==> config.mk <==
export PLATFORM = sky130hd
export DESIGN_NAME = health_lives_ctrl
export DESIGN_NICKNAME = d
export VERILOG_FILES = /design/src/rtl/health_lives_ctrl.sv
export SDC_FILE = /design/constraint.sdc
export NUM_CORES = 1
export LEC_CHECK = 0
export CAP_MARGIN = 20
export CORE_MARGIN = 2
export CORE_UTILIZATION = 45
export CTS_CLUSTER_DIAMETER = 150
export DETAILED_ROUTE_END_ITERATION = 16
export GPL_TIMING_DRIVEN = 0
export PLACE_DENSITY = 0.66
export SYNTH_ARGS = -nofsm -noshare
export SYNTH_HDL_FRONTEND = slang
export SYNTH_SLANG_ARGS = --single-unit
==> constraint.sdc <==
create_clock -name clk -period 2.8 [get_ports clk]
set_input_delay 0.56 -clock clk [delete_from_list [all_inputs] [get_ports clk]]
set_output_delay 0.56 -clock clk [all_outputs]
set_load 0.02 [all_outputs]
==> src/rtl/health_lives_ctrl.sv <==
// -----------------------------------------------------------------------------
// health_lives_ctrl
//
// Player health controller. Watches the collision hit vector for rising edges.
// A hit in PLAYING is absorbed by an active shield or costs a life; either way
// a timed invulnerability window follows. Losing the last life ends the game
// (OVER) until game_restart.
//
// Optional feature macro: HEALTH_BLINK_EN
//   defined     - donkey_visible blinks with half-period BLINK_CYCLES during
//                 the invulnerability window
//   not defined - no blink counter, donkey_visible is constant 1
//
// Parameters
//   LIVES          lives loaded at reset/restart (1..15)
//   INVULN_CYCLES  invulnerability window length in clk cycles (>= 2)
//   BLINK_CYCLES   blink half-period in clk cycles (>= 1)
//
// Ports
//   clk             system clock
//   rst             synchronous active-high reset
//   game_en         gameplay running; low freezes PLAYING/INVULN
//   game_restart    one-cycle pulse: reload lives, back to IDLE
//   hit[9:0]        per-obstacle collision flags
//   is_shielded     shield currently held
//   lives[3:0]      remaining lives
//   game_over       high in OVER
//   invuln          high in INVULN
//   donkey_visible  sprite draw enable
//   damage          one-cycle pulse when a life is lost
//   shield_absorb   one-cycle pulse when the shield absorbs a hit
// -----------------------------------------------------------------------------
module health_lives_ctrl #(
    parameter int LIVES         = 3,
    parameter int INVULN_CYCLES = 65_000_000,
    parameter int BLINK_CYCLES  = 4_062_500
) (
    input  logic       clk,
    input  logic       rst,
    input  logic       game_en,
    input  logic       game_restart,
    input  logic [9:0] hit,
    input  logic       is_shielded,
    output logic [3:0] lives,
    output logic       game_over,
    output logic       invuln,
    output logic       donkey_visible,
    output logic       damage,
    output logic       shield_absorb
);

    localparam int              CW         = $clog2(INVULN_CYCLES);
    localparam logic [CW-1:0]   CNT_LOAD   = CW'(INVULN_CYCLES - 1);
    localparam logic [3:0]      LIVES_INIT = 4'(LIVES);

    typedef enum logic [1:0] {
        S_IDLE,
        S_PLAYING,
        S_INVULN,
        S_OVER
    } state_t;

    state_t        r_state;
    state_t        w_state_next;
    logic          r_hit_q;
    logic [3:0]    r_lives;
    logic [3:0]    w_lives_next;
    logic [CW-1:0] r_cnt;
    logic [CW-1:0] w_cnt_next;
    logic          r_damage;
    logic          w_damage_next;
    logic          r_absorb;
    logic          w_absorb_next;
    logic          r_game_over;
    logic          r_invuln;
    logic          w_hit_any;
    logic          w_hit_edge;

    assign w_hit_any  = |hit;
    assign w_hit_edge = w_hit_any & ~r_hit_q;

    // Next-state / next-output logic
    always_comb begin
        w_state_next  = r_state;
        w_lives_next  = r_lives;
        w_cnt_next    = r_cnt;
        w_damage_next = 1'b0;
        w_absorb_next = 1'b0;

        if (game_restart) begin
            w_state_next = S_IDLE;
            w_lives_next = LIVES_INIT;
            w_cnt_next   = '0;
        end else begin
            case (r_state)
                S_IDLE: begin
                    if (game_en) begin
                        w_state_next = S_PLAYING;
                    end
                end
                S_PLAYING: begin
                    // A rising edge seen while frozen is dropped, not deferred.
                    if (game_en && w_hit_edge) begin
                        if (is_shielded) begin
                            w_absorb_next = 1'b1;
                            w_state_next  = S_INVULN;
                            w_cnt_next    = CNT_LOAD;
                        end else begin
                            w_damage_next = 1'b1;
                            if (r_lives > 4'd1) begin
                                w_lives_next = r_lives - 4'd1;
                                w_state_next = S_INVULN;
                                w_cnt_next   = CNT_LOAD;
                            end else begin
                                w_lives_next = 4'd0;
                                w_state_next = S_OVER;
                            end
                        end
                    end
                end
                S_INVULN: begin
                    if (game_en) begin
                        if (r_cnt == '0) begin
                            w_state_next = S_PLAYING;
                        end else begin
                            w_cnt_next = r_cnt - 1'b1;
                        end
                    end
                end
                S_OVER: begin
                    w_state_next = S_OVER;
                end
                default: begin
                    w_state_next = S_IDLE;
                end
            endcase
        end
    end

    // State and output registers
    always_ff @(posedge clk) begin
        if (rst) begin
            r_state     <= S_IDLE;
            r_hit_q     <= 1'b0;
            r_lives     <= LIVES_INIT;
            r_cnt       <= '0;
            r_damage    <= 1'b0;
            r_absorb    <= 1'b0;
            r_game_over <= 1'b0;
            r_invuln    <= 1'b0;
        end else begin
            // hit_q tracks the raw hit in every state so a held hit never
            // looks like a fresh edge after a freeze or window exit.
            r_hit_q     <= w_hit_any;
            r_state     <= w_state_next;
            r_lives     <= w_lives_next;
            r_cnt       <= w_cnt_next;
            r_damage    <= w_damage_next;
            r_absorb    <= w_absorb_next;
            r_game_over <= (w_state_next == S_OVER);
            r_invuln    <= (w_state_next == S_INVULN);
        end
    end

`ifdef HEALTH_BLINK_EN
    localparam int            BW         = (BLINK_CYCLES > 1) ? $clog2(BLINK_CYCLES) : 1;
    localparam logic [BW-1:0] BLINK_LOAD = BW'(BLINK_CYCLES - 1);

    logic [BW-1:0] r_blink_cnt;
    logic          r_visible;

    always_ff @(posedge clk) begin
        if (rst || game_restart) begin
            r_blink_cnt <= '0;
            r_visible   <= 1'b1;
        end else if ((r_state != S_INVULN) && (w_state_next == S_INVULN)) begin
            // Window entry: sprite hidden for the first half-period.
            r_blink_cnt <= BLINK_LOAD;
            r_visible   <= 1'b0;
        end else if ((r_state == S_INVULN) && (w_state_next != S_INVULN)) begin
            r_blink_cnt <= '0;
            r_visible   <= 1'b1;
        end else if ((r_state == S_INVULN) && game_en) begin
            if (r_blink_cnt == '0) begin
                r_blink_cnt <= BLINK_LOAD;
                r_visible   <= ~r_visible;
            end else begin
                r_blink_cnt <= r_blink_cnt - 1'b1;
            end
        end
    end

    assign donkey_visible = r_visible;
`else
    // No blink: sprite always drawn; the blink period has no effect here.
    assign donkey_visible = (BLINK_CYCLES >= 1) | 1'b1;
`endif

    assign lives         = r_lives;
    assign game_over     = r_game_over;
    assign invuln        = r_invuln;
    assign damage        = r_damage;
    assign shield_absorb = r_absorb;

endmodule

Word level (Yosys, flattened, before mapping)
Index checks and enable logic that the tools add are counted.

cells by class
  add/subtract/negate cells = 2
  $lt $le $gt $ge = 1
  equality and inequality tests = 9
  mux-type cells = 17
  bitwise operators = 5
  reduce and logical (&&, ||, !) cells = 9

operator list
  cell                                                           count
  2-to-1 mux 26 bit                                              5
  one-hot mux 26 bit (2 select lines)                            1
  zero test 26 bit                                               1
  subtractor 26 x 1 -> 26 bit, second input constant             1
  2-to-1 mux 2 bit                                               5
  OR reduction 10 bit                                            1
  == test 2 bit, second input constant                           4
  one-hot mux 2 bit (4 select lines)                             1
  != test 2 bit, second input constant                           3
  AND reduction 5 bit                                            1
  greater-than comparator 4 x 1 -> 1 bit, second input constant  1
  2-to-1 mux 1 bit                                               4
  2-to-1 mux 4 bit                                               1
  inverter 1 bit                                                 4
  OR reduction 4 bit                                             1
  subtractor 4 x 1 -> 4 bit, second input constant               1
  != test 3 bit, second input constant                           1
  AND reduction 3 bit                                            1
  == test 2 x 1 -> 1 bit, second input constant                  1
  zero test 2 bit                                                1
  nonzero test 2 bit                                             1
  OR reduction 2 bit                                             1
  AND 1 bit                                                      1
  logical AND 1 bit                                              1

storage, ports and cells
  bits in registers = 37
  output and inout port bits = 9
  word-level logic and storage cells = 51

Logic depth before layout (Yosys ltp)
Gate-level depths: netlist (run 1).

  depth in word-level cells = 7
  depth in mapped cells = 9
  gate-level depth less buffers = 7

Worst setup path after synthesis (run 1)
OpenSTA, ideal clock, no wires.

  path type = reg2reg
  start point = register r_cnt[14]
  end point = register r_cnt[25]
  library setup time = 0.074 ns
  data arrival time = 2.268 ns
  required time = 2.726 ns
  slack = 0.457 ns
  cell stages (with the launch flop) = 7
  path buffers = 1
  clock period less this slack = 2.343 ns
  cell sequence = dfxtp_1 or4_1 buf_2 or2_4 or4_1 or4_1 a31oi_1

between the ends
  longest elaborated chain between the ends = 4
  elaborated cells between the ends (all ways) = 7
  those cells by class = add/sub: 1; eq/ne: 1; mux: 3; reduce/logical: 2

ends and longest elaborated chain
  item                                 line  source
  from (decl)                          68    logic [CW-1:0] r_cnt;
  from (signal assigned)               157   r_cnt <= w_cnt_next;
  subtractor 26 x 1 -> 26 bit          126   w_cnt_next = r_cnt - 1'b1;
  2-to-1 mux 26 bit                    123   if (r_cnt == '0) begin
  2-to-1 mux 26 bit                    122   if (game_en) begin
  one-hot mux 26 bit (2 select lines)  95    case (r_state)

Parallel ways exist; a longest one is shown, timed or not. The select of a mux whose other input is x is not followed.
A chain may end at the register's enable or synchronous reset.

Worst setup path after layout (run 1)
  start point = register r_cnt[0]
  end point = register r_cnt[18]

The elaborated chain is that of the path after synthesis.

==> impl_metrics.py, run 1 <==
metrics = {
    "worst_setup_path": {
        "r2r_slack_ps": 230,
        "worstRegToRegCells": 8,
        "critical_path_depth": 8,
        "critPathBufInv": 2,
        "endpoint_kind": "flop",
        "critical_path_class": "reg -> reg",
        "crit_chain": "inv_1 > ha_1 > nor4b_1 > o211ai_1 > a21o_1 > clkbuf_1 > or4_2 > a31oi_1",
        "crit_family": "simple AND/OR/NAND/NOR gates",
        "critPathRequiredTime_ps": 3020,
        "start_kind": "flop",
        "crit_fanout": 10,
        "slowest_stage": "or4_2",
        "critical_path.max_stage_delay_ps": 570,
        "arrival_ps": 2790,
    },
    "placed_design": {
        "post-place-cells": 318,
        "place.gp.congestion": 0.7810,
        "portBuffers": 22,
        "dp_hpwl_um": 3600,
        "pre_cts_slack_ps": -485.0,
    },
    "layout": {
        "fin_nets": 291,
        "final_common_cell": "dfxtp_1",
        "final_cells": 326,
        "final_cell_mix": "37 x dfxtp_1, 23 x or4_1, 21 x clkdlybuf4s50_1",
        "drive_gt1_frac": 0.09489,
        "diodes": 0,
        "synthToLayoutAreaGrowth_pct": 20.44,
        "utilization": 0.5621,
    },
    "min_path": {
        "min_path_type": "reg -> reg",
        "worstHoldPathCells": 2,
    },
    "synth": {
        "synthSimpleGateAreaFrac": 0.3257,
        "yosys_most_used_dff": "dfxtp_1",
        "yosys_warnings": 0,
        "synth_top_family_by_area": "simple AND/OR/NAND/NOR gates",
        "synth_area_um2": 2032,
        "synth_edf_count": 0,
        "synth.avg_cell_area_um2": 8.328,
        "synth_compound_area_frac": 0.2106,
        "yosysSeqAreaShare": 0.3645,
        "synth.area.mux_share": 0.03448,
        "synth_nets": 262,
        "async_flop_share": 0,
        "synthCells": 244,
        "synth_cell_types": 51,
        "ys_ff_latch": 37,
        "synthXorXnorAreaFrac": 0,
        "synth_fa_ha_area_frac": 0.01847,
    },
    "drt": {
        "drt_iter0_drc": 153,
        "avgViaCountPerCell": 6.083,
        "dr.pass1.iters": 4,
        "drt-total-wl_um": 5096,
        "ant_nets": 0,
        "remaining_drc_errors": 0,
        "wl_per_cell_um": 15.63,
        "vias": 1983,
    },
    "timing": {
        "period_needed_ps": 2569,
        "setup_ws_ps": 231.2,
        "finalHoldViolCount": 0,
        "fmax_mhz": 389.3,
        "finalSetupViolCount": 0,
        "tightest_slew_ps": 663.0,
        "slew_headroom": 0.5580,
        "period_share": 0.9174,
        "final_max_slew_viol_count": 0,
        "fin_skew_ps": 7.380,
        "rsz0062_at_grt": "false",
    },
    "clock_tree": {
        "numCtsBuffers": 5,
        "cts.sink_count": 37,
        "clk_latency_ps": 290,
        "path_clk_slew_ps": 80,
        "cts_hold_buffers": 0,
        "cts_tree": "yes",
        "htree_levels": 2,
        "cts-root-buf": "clkbuf_8",
        "post-cts-setup-buffers": 0,
        "cts_buffer_depth": 2,
    },
    "die": {
        "initial_core_util": 0.4667,
        "rows": 24,
        "io_pins": 24,
        "core_area_um2": 4354,
        "die_h_um": 71.20,
        "die_w_um": 71.20,
        "dieArea_um2": 5069,
    },
    "global_routing": {
        "grt_max_degree": 12,
        "track_usage": 0.2098,
        "first_global_vias": 1734,
        "antenna_found_initial": 0,
        "grt_first_pass_wirelength_um": 8438,
        "overflow": 0,
    },
    "pwr": {
        "ir_drop_v": 0.0002784,
        "power.density_nw_per_um2": 432.1,
        "power_leakage_nw": 0.9090,
    },
    "run": {
        "maxCapViolCount": 0,
    },
    "run_status": {
        "outcome": "finished clean",
    },
}
[power breakdown]
part	total, mW	switching, mW	internal [mW]
combinational	0.153	0.0877	0.0651
sequential	0.540	0.00737	0.533
clock	0.364	0.192	0.173
[logic make-up (layout without fill, tap and decap cells)]
kind of cell	Yosys count	after routing
other	1	1
AO/OA/AOI/OAI	62	62
adder cells (fa/ha/maj)	3	3
buffers and inverters	22	52
AND/OR/NAND/NOR	112	112
multiplexers	7	7
flip-flops	37	37
[worst reg2reg max path, cell delays in order, from the launching register on]
cell and delay [ps]:
dfxtp_1 350, inv_1 70, ha_1 220, nor4b_1 420, o211ai_1 230, a21o_1 240, clkbuf_1 220, or4_2 570
a31oi_1 170
[flip-flops by register name, indices dropped and copies added (netlist names)]
name and count:
damage 1, game_over 1, invuln 1, lives 4, r_cnt 26, r_hit_q 1, r_state 2, shield_absorb 1
[cell usage after synthesis (7+ instances only)]
| library cell | instances | area share |
|---|---|---|
| a31oi_1 | 14 | 0.043 |
| nor2_1 | 20 | 0.037 |
| clkbuf_1 | 13 | 0.024 |
| nand2_1 | 16 | 0.030 |
| nor3_1 | 8 | 0.020 |
| a21oi_1 | 9 | 0.022 |
| o31ai_1 | 13 | 0.048 |
| mux2i_1 | 7 | 0.034 |
| dfxtp_1 | 37 | 0.36 |
| or4_1 | 23 | 0.085 |
| nand2b_1 | 8 | 0.025 |
[layer usage]
layer	wire length, um	part of all wire	track usage
met4	59	0.012	0.07128
met5	0	0	0
met2	2316	0.45	0.3117
met3	244	0.048	0.04131
met1	2475	0.49	0.3038
[timing repair]
action,in CTS,in global routing
gates resized for setup,3,8
endpoints found under the setup margin,5,21
cloned,0,0
pin swaps,0,1
[area by class of cell]
| class | instances | area, um^2 |
|---|---|---|
| Clock inverter | 2 | 10.01 |
| Fill cell | 437 | 1907 |
| Inverter | 5 | 18.77 |
| Clock buffer | 6 | 72.57 |
| Tap cell | 52 | 65.06 |
| Buffer | 17 | 75.07 |
| Timing Repair Buffer | 22 | 222.7 |
| Multi-Input combinational cell | 185 | 1242 |
| Sequential cell | 37 | 740.7 |
[path summary, 6_finish.rpt]
check,endpoint,startpoint
max,r_cnt[18],r_cnt[0]
min,r_cnt[21],r_cnt[21]
max reg2reg,r_cnt[18],r_cnt[0]
min reg2reg,r_cnt[21],r_cnt[21]
[per-stage QoR]
stage / power (mW) / area (um^2) / hold slack, ps / TNS, ps
detailed placement: 0.6971 / 2317 / 463.1 / -4865
global placement: 0.6953 / 2317 / 454.5 / -4415
floorplan: 0.6445 / 2032 / 437.1 / 0
CTS: 1.060 / 2416 / 472.9 / 0
finish: 1.058 / 2447 / 468.7 / 0
global route: 1.105 / 2447 / 489.1 / 0
(Power assumes the default switching activity.)
==> run 2, diff against run 1 <==
==> constraint.sdc (replaced) <==
create_clock -name clk -period 2.8 [get_ports clk]
set_input_delay 0.42 -clock clk [delete_from_list [all_inputs] [get_ports clk]]
set_output_delay 0.42 -clock clk [all_outputs]
set_load 0.02 [all_outputs]
==> run 2 against run 1 <==
Final cell count stayed put. Via count stayed put. Clock skew hardly changed. Combinational power hardly changed. Routed wire length is 1.2% lower. Non-clock buffer count stayed put. Clock power hardly changed. Register-to-register slack hardly changed. Flip-flop and latch count stayed put. Sequential share of layout area is 0.16 points higher. Global-route usage hardly changed. Clock-buffer cell count stayed put. Largest cell class unchanged. Largest power group unchanged.
==> impl_metrics.py, run 2 (synthesized netlist as in run 1, its figures left out) <==
metrics = {
    "run_status": {
        "outcome": "finished clean",
    },
    "placed_design": {
        "dpl_cell_area_um2": 2317,
        "place.gp.congestion": 0.7810,
        "dp_hpwl_um": 3600,
        "portBuffers": 22,
    },
    "worst_setup_path": {
        "endpoint_kind": "flop",
        "crit_family": "simple AND/OR/NAND/NOR gates",
        "critPathRequiredTime_ps": 3020,
        "slowest_stage": "clkdlybuf4s50_1",
        "cpMostUsedCell": "or4_1",
        "critical_path.max_stage_delay_ps": 570,
        "crit_fanout": 10,
        "arrival_ps": 2860,
        "start_kind": "input pin",
        "critical_path_class": "in -> reg",
        "crit_chain": "clkdlybuf4s50_1 > nor4bb_4 > o2111ai_1 > clkbuf_2 > or4_1 > or4_1 > a31oi_1",
        "critPathBufInv": 2,
    },
    "drt": {
        "wl_per_cell_um": 15.45,
        "avgViaCountPerCell": 6.083,
        "drt_iter0_drc": 162,
        "vias": 1983,
        "dr.pass1.iters": 4,
        "drt-total-wl_um": 5036,
        "ant_nets": 0,
        "remaining_drc_errors": 0,
    },
    "layout": {
        "num-fill-cells": 437,
        "largest_reg_flops": 26,
        "final_common_cell": "dfxtp_1",
        "multi_input_area_um2": 1232,
        "drive_gt1_frac": 0.08759,
        "seqCellArea_um2": 740.7,
        "diodes": 0,
        "fin_nets": 291,
        "final_cell_mix": "37 x dfxtp_1, 23 x or4_1, 22 x clkdlybuf4s50_1",
        "largest_register": "r_cnt",
        "stdcell_area_um2": 2435,
        "synthToLayoutAreaGrowth_pct": 19.83,
    },
    "pwr": {
        "power.density_nw_per_um2": 433.9,
        "power_mw": 1.057,
        "power_leakage_nw": 0.8989,
        "ir_drop_v": 0.0002731,
    },
    "timing": {
        "fmax_mhz": 378.3,
        "period_needed_ps": 2643,
        "tns_ps": 0,
        "fin_skew_ps": 7.460,
        "slew_headroom": 0.5563,
        "rsz0062_at_grt": "false",
        "final_max_slew_viol_count": 0,
        "finalSetupViolCount": 0,
        "finalHoldViolCount": 0,
        "period_share": 0.9441,
        "tightest_slew_ps": 665.6,
    },
    "die": {
        "io_pins": 24,
        "dieArea_um2": 5069,
        "die_w_um": 71.20,
        "rows": 24,
        "initial_core_util": 0.4667,
        "core_area_um2": 4354,
        "die_h_um": 71.20,
    },
    "clock_tree": {
        "cts.sink_count": 37,
        "path_clk_slew_ps": 80,
        "cts-root-buf": "clkbuf_8",
        "cts_tree": "yes",
        "numCtsBuffers": 5,
        "clk_latency_ps": 290,
        "htree_levels": 2,
        "cts_buffer_depth": 2,
    },
    "global_routing": {
        "track_usage": 0.2101,
        "grt_first_pass_wirelength_um": 8445,
        "antenna_found_initial": 0,
        "overflow": 0,
        "first_global_vias": 1734,
        "grt_max_degree": 12,
    },
    "run": {
        "maxCapViolCount": 0,
    },
    "min_path": {
        "min_path_type": "reg -> reg",
    },
}
run 2: changes by cell type in the layout (fill, tap and decap cells not counted), sizes merged:
cell | previous run | this run
buf | 4 | 3
clkbuf | 19 | 20
clkdlybuf4s50 | 21 | 22
dlymetal6s2s | 1 | 0
run 2: what timing repair did:
action                     CTS  global route
buffers inserted             0             0
setup endpoints to repair    2            11
resized for setup            1             7
hold buffers                 0             0
run 2: worst paths after layout:
check	start	end	slack (ps)	depth (start not counted)
worst max-delay path	game_en	r_cnt[19]	160	7
worst min-delay path	r_cnt[21]	r_cnt[21]	470	2
worst max register to register	r_cnt[0]	r_cnt[18]	220	8
worst min register to register	r_cnt[21]	r_cnt[21]	470	2
run 2: layout make-up:
cell class	instances	share of cell area
Sequential cell	37	0.3042
Multi-Input combinational cell	185	0.5062
Clock inverter	2	0.004111
Inverter	5	0.007708
Clock buffer	6	0.02980
Buffer	17	0.03083
Timing Repair Buffer	22	0.09044
Tap cell	52	0.02672
run 2: power breakdown:
part | total, mW | switching (mW) | internal, mW
Combinational | 0.152 | 0.0873 | 0.0650
Sequential | 0.540 | 0.00733 | 0.533
Clock | 0.364 | 0.191 | 0.173
Total | 1.06 | 0.286 | 0.770
run 2: per-layer routing:
| metal | GRT usage | up-vias | routed length [um] |
|---|---|---|---|
| met2 | 0.3117 | 42 | 2292 |
| met1 | 0.3047 | 933 | 2463 |
| li1 | - | 1003 | - |
| met5 | 0 | - | 0 |
| met3 | 0.04131 | 5 | 215 |
| met4 | 0.07128 | 0 | 64 |
run 2: per-stage QoR:
stage,util,worst slack [ps],std cells,hold slack [ps]
4_1_cts,0.5526,69.65,326,472.9
6_report,0.5592,156.6,326,465.7
2_1_floorplan,-,457.4,244,437.1
3_5_place_dp,0.5322,-345.0,318,463.1
5_1_grt,0.5592,11.63,326,489.1
3_3_place_gp,0.5322,-326.2,318,454.5
run 2: worst min-delay path, stage by stage (launching register included):
cell,delay [ps]
dfxtp_1,320
nand2_1,50
mux2i_1,50
